[src/rtl/imm_pkg.sv]
// Shared definitions for the immediate encoder: immsrc coding and
// instruction bit positions of each immediate field.
package imm_pkg;

  typedef enum logic [1:0] {
    IMM_I = 2'b00,
    IMM_S = 2'b01,
    IMM_B = 2'b10,
    IMM_J = 2'b11
  } imm_src_e;

  // I-type: [31:20]
  localparam int I_LSB    = 20;
  // S-type: [31:25], [11:7]
  localparam int S_HI_LSB = 25;
  localparam int S_LO_LSB = 7;
  // B-type: [31], [30:25], [11:8], [7]
  localparam int B_SGN    = 31;
  localparam int B_HI_LSB = 25;
  localparam int B_LO_LSB = 8;
  localparam int B_B11    = 7;
  // J-type: [31], [30:21], [20], [19:12]
  localparam int J_SGN    = 31;
  localparam int J_LO_LSB = 21;
  localparam int J_B11    = 20;
  localparam int J_HI_LSB = 12;

  // Highest immediate bit that still lands in the word
  localparam int IS_TOP = 11;
  localparam int B_TOP  = 12;
  localparam int J_TOP  = 20;

endpackage

[src/rtl/imm_pack.sv]
// Combinational packer: scatters an immediate into a template word
// and reports whether the value is representable in that format.
import imm_pkg::*;

module imm_pack #(
  parameter int I_WIDTH = 32,
  parameter int D_WIDTH = 32
) (
  input  logic [I_WIDTH-1:0] tmpl,
  input  logic [D_WIDTH-1:0] imm,
  input  logic [1:0]         immsrc,
  output logic [I_WIDTH-1:0] word,
  output logic               ok
);

  function automatic logic fits(
    input logic [D_WIDTH-1:0] v,
    input int                 top
  );
    logic r;
    r = 1'b1;
    for (int i = 0; i < D_WIDTH; i++)
      if (i > top && v[i] != v[top])
        r = 1'b0;
    return r;
  endfunction

  always_comb begin
    word = tmpl;
    ok   = 1'b0;
    unique case (imm_src_e'(immsrc))
      IMM_I: begin
        word[I_LSB +: 12] = imm[11:0];
        ok = fits(imm, IS_TOP);
      end
      IMM_S: begin
        word[S_HI_LSB +: 7] = imm[11:5];
        word[S_LO_LSB +: 5] = imm[4:0];
        ok = fits(imm, IS_TOP);
      end
      IMM_B: begin
        word[B_SGN]         = imm[12];
        word[B_HI_LSB +: 6] = imm[10:5];
        word[B_LO_LSB +: 4] = imm[4:1];
        word[B_B11]         = imm[11];
        ok = fits(imm, B_TOP) && !imm[0];
      end
      IMM_J: begin
        word[J_SGN]          = imm[20];
        word[J_LO_LSB +: 10] = imm[10:1];
        word[J_B11]          = imm[11];
        word[J_HI_LSB +: 8]  = imm[19:12];
        ok = fits(imm, J_TOP) && !imm[0];
      end
    endcase
  end

endmodule

[src/rtl/imm_encoder.sv]
// Immediate encoder: packs requests into instruction words and streams
// them to instruction memory with an auto-incrementing word address.
import imm_pkg::*;

module imm_encoder #(
  parameter int          I_WIDTH   = 32,
  parameter int          D_WIDTH   = 32,
  parameter int          A_WIDTH   = 10,
  parameter int unsigned BASE_ADDR = 0
) (
  input  logic               clk,
  input  logic               rst,
  input  logic               clr,
  input  logic               in_valid,
  output logic               in_ready,
  input  logic [1:0]         immsrc,
  input  logic [D_WIDTH-1:0] imm,
  input  logic [I_WIDTH-1:0] tmpl,
  output logic               out_valid,
  input  logic               out_ready,
  output logic [A_WIDTH-1:0] wr_addr,
  output logic [I_WIDTH-1:0] wr_data,
  output logic               range_err,
  output logic [7:0]         err_count,
  output logic               wrapped
);

  localparam logic [A_WIDTH-1:0] BASE = A_WIDTH'(BASE_ADDR);

  logic [I_WIDTH-1:0] word;
  logic               ok;
  logic               accept;
  logic               fire;

  imm_pack #(
    .I_WIDTH (I_WIDTH),
    .D_WIDTH (D_WIDTH)
  ) u_pack (
    .tmpl   (tmpl),
    .imm    (imm),
    .immsrc (immsrc),
    .word   (word),
    .ok     (ok)
  );

  assign in_ready = !rst && !clr
                 && (!out_valid || out_ready);
  assign accept   = in_valid && in_ready;
  assign fire     = out_valid && out_ready;

  always_ff @(posedge clk) begin
    if (rst || clr) begin
      out_valid <= 1'b0;
      wr_addr   <= BASE;
      wr_data   <= '0;
      range_err <= 1'b0;
      err_count <= '0;
      wrapped   <= 1'b0;
    end else begin
      range_err <= accept && !ok;
      // rejected requests never touch the output register
      if (accept && ok) begin
        out_valid <= 1'b1;
        wr_data   <= word;
      end else if (fire) begin
        out_valid <= 1'b0;
      end
      if (accept && !ok && err_count != 8'hFF)
        err_count <= err_count + 8'd1;
      if (fire) begin
        wr_addr <= wr_addr + 1'b1;
        if (&wr_addr)
          wrapped <= 1'b1;
      end
    end
  end

endmodule

[config.mk]
export PLATFORM = sky130hd
export DESIGN_NAME = imm_encoder
export DESIGN_NICKNAME = d
export VERILOG_FILES = /design/src/rtl/imm_pkg.sv /design/src/rtl/imm_pack.sv /design/src/rtl/imm_encoder.sv
export SDC_FILE = /design/constraint.sdc
export NUM_CORES = 1
export LEC_CHECK = 0
export CORE_MARGIN = 5
export CORE_UTILIZATION = 38
export DETAILED_ROUTE_END_ITERATION = 6
export PLACE_DENSITY = 0.77
export RECOVER_POWER = 25
export SYNTH_ARGS = -nofsm -noshare
export SYNTH_HDL_FRONTEND = slang
export SYNTH_SLANG_ARGS = --single-unit
export TNS_END_PERCENT = 50
[constraint.sdc]
create_clock -name clk -period 2.5 [get_ports clk]
set_input_delay 0.5 -clock clk [delete_from_list [all_inputs] [get_ports clk]]
set_output_delay 0.5 -clock clk [all_outputs]
set_load 0.02 [all_outputs]
==> impl_results.md <==
* Worst Setup End Kind: flip-flop
* Pre-CTS WS at -0.3685 ns
* Worst setup margin at 0.03013 ns
* Final core occ at 61.33%
* Via count at 2829
* Max Cap Viol at 0
* Sequential-to-total area share from yosys stat at 38.55%
* Rows at 31
* Highest Clock Rate at 404.9 MHz
* Multi-input logic area at 1628 um^2
* Post-Syn Nets at 388
* Synthesized flop and latch total at 53
* Setup violators final at 0
* Post-CTS Setup Bufs at 0
* Cell Area, Synth at 2753 um^2
* Final-report max-slew violation count at 0
* 1st-iter DRT viols at 90
* Most common cell after layout, fill and taps aside: clkdlybuf4s50_1
* Diodes inserted at 0
* Final period utilization at 98.79%
* Routed vias/inst at 5.191
* Worst Path Class, Setup: in2reg
* Largest family of logic cells by synthesized area: simple AND/OR/NAND/NOR gates
* Vert. Die Dim at 95.11 um
* Root Buffer Master: clkbuf_8
* Synth Warn # at 0
* Worst min path class: reg2reg
* Initial DRT Pass Iterations at 4
* Top Ports at 125
* Syn Inst Count at 311
* Fraction of the mapped netlist area in simple logic gates at 26.23%
* All-Layer GR Usage at 17.32%
* Mapped Avg Cell Area at 8.851 um^2
* Post-DP HPWL at 5.987 mm
* Final critical-path required period at 2.470 ns
* Adder-Cell Fraction of Synth Area at 2.727%
* CTS Sinks at 53
* Clock buffer depth at 2
* Worst Max-Slew Pin Slew at 1.060 ns
* Gr ovfl total at 0
* Most frequent cells in the layout: clkdlybuf4s50_1, dfxtp_1, nand2_1, nand4_1, buf_4
* H-tree Lvls at 2
* Initial Utilization at 38.57%
* Unrepaired setup endpoints after global routing: true
* Final instance area at 4377 um^2
* Fin cells at 545
* Placed Area at 4184 um^2
* Final wirelength at 7.919 mm
* Area Growth Syn to Fin at 59.00%
* Worst skew pair latency at 0.30 ns
* CTS tree: built
* Pin count of the biggest net entering global routing at 55
* Xor/xnor cell area share of the yosys netlist at 1.909%
* DIE AREA at 9046 um^2
* CP max FO at 9
* Clock transition at the registers of the reported paths at 0.10 ns
* Worst EP required at 2.72 ns
* First-pass GRT wire length at 12.66 mm
* Unique cell type count in the Yosys netlist at 41
* Fin nets at 522
* Width of the chip at 95.11 um
* Slew margin rel. at 29.36%
* Power per Cell Area at 387.8 nW/um^2
* Mux cell area share after synthesis at 9.455%
* # DRC at 0
* Leak at 1.686 nW
* Layout cells sized above 1 at 14.57%
* Status: finished clean
* Storage cell area at 1061 um^2
* Layout filler cell count at 658
* Antenna violations before repair at 0
* Startpoint Class: input port
* Core Area at 7137 um^2
* Routed Antenna Nets at 0
* WL/cell at 14.53 um
* Worst Clk Skew at 0.007639 ns
* Data arrival time of the worst path at 2.69 ns
* Gpl congestion at 0.8464
* Port Buffer Count at 117
* Synth Area in Compound Gates at 16.36%
* CTS Buf Count at 5
* Peak supply drop at 0.0002167 V
* Final hold viol count at 0
* Inst Count DP at 537
* Vias in the first global route at 2669
[worst paths after layout]
path                   to  cells past startpoint          from  slack, ns
max           wr_data[16]                      8       imm[13]       0.03
min           wr_data[25]                      2   wr_data[25]       0.47
max reg2reg  err_count[5]                      7  err_count[0]       0.64
min reg2reg   wr_data[25]                      2   wr_data[25]       0.47
[power breakdown]
group	switching [mW]	internal, mW
registers	0.00163	0.845
logic	0.111	0.144
clock network	0.268	0.327
total	0.381	1.32
[routing by layer]
layer  vias to the layer above  wire length, um  track usage (%)
met3                         2              539            5.367
met4                         0               23            3.125
li1                       1429                -                -
met1                      1320             3434            21.74
met5                         -                0                0
met2                        78             3921            29.45
[final cells by class]
cell class / count / share of cell area (%)
clock buffer: 7 / 1.973
clock inverter: 1 / 0.6861
inverter: 5 / 0.4288
multi-input combinational: 231 / 37.19
sequential: 53 / 24.24
tap: 99 / 2.830
timing repair buffer: 149 / 32.65
[kinds of logic after synthesis]
| kind of cell | count (synthesis) |
|---|---|
| flops | 53 |
| buf+inv | 27 |
| xor+xnor | 6 |
| mux | 26 |
| compound gates | 54 |
| fa+ha+maj | 6 |
| simple gates | 139 |
[cells in the mapped netlist (all sizes together)]
library cell / number / area, um^2
nand2b: 2 / 12.51
o21a: 1 / 7.510
or2: 2 / 12.51
mux2i: 26 / 260.3
a22oi: 2 / 15.01
nand3: 8 / 40.04
a311oi: 2 / 17.52
nand4: 32 / 200.2
buf: 6 / 52.55
o31ai: 18 / 210.2
nor2: 15 / 56.30
o41ai: 1 / 8.760
clkbuf: 16 / 60.06
and2: 2 / 12.51
a211o: 2 / 17.52
ha: 6 / 75.07
o311ai: 2 / 17.52
o21ai: 4 / 20.02
a21oi: 12 / 60.06
a21o: 1 / 7.510
inv: 5 / 18.77
nor3: 4 / 20.02
o211ai: 1 / 7.510
a21boi: 1 / 7.510
dfxtp: 53 / 1061
and3: 3 / 18.77
a31oi: 4 / 25.02
a41oi: 1 / 8.760
and4: 1 / 8.760
or3: 6 / 37.54
a2111o: 1 / 11.26
nor2b: 5 / 31.28
xor2: 6 / 52.55
a22o: 1 / 8.760
nand3b: 1 / 7.510
nor4: 8 / 50.05
nand2: 43 / 161.4
nor3b: 4 / 30.03
or4: 3 / 22.52
[through the flow]
stage               hold WS [ns]  total power [mW]  TNS [ns]
finish                    0.4670             1.697         0
CTS                       0.4744             1.711   -0.1226
floorplan                 0.5364            0.9579         0
global placement          0.4435             1.113    -11.71
global route              0.4822             1.775  -0.04376
detailed placement        0.4580             1.117    -12.01
[state kept, by name (all words and copies together) (netlist names)]
name       cells
range_err      1
wr_data       32
wrapped        1
out_valid      1
err_count      8
wr_addr       10
[critical path: stages]
cell	delay [ns]
clkdlybuf4s50_1	0.43
or4_4	0.53
nor2_4	0.13
nand3b_1	0.11
a2111o_1	0.44
and2_4	0.17
buf_6	0.14
o31ai_2	0.22
[timing repair]
item | in CTS | in global routing
hold buffers | 0 | 0
gates resized for setup | 4 | 13
pin swaps | 1 | 5
setup endpoints to repair | 33 | 34
No activity file was read; power rests on OpenSTA's default activity.
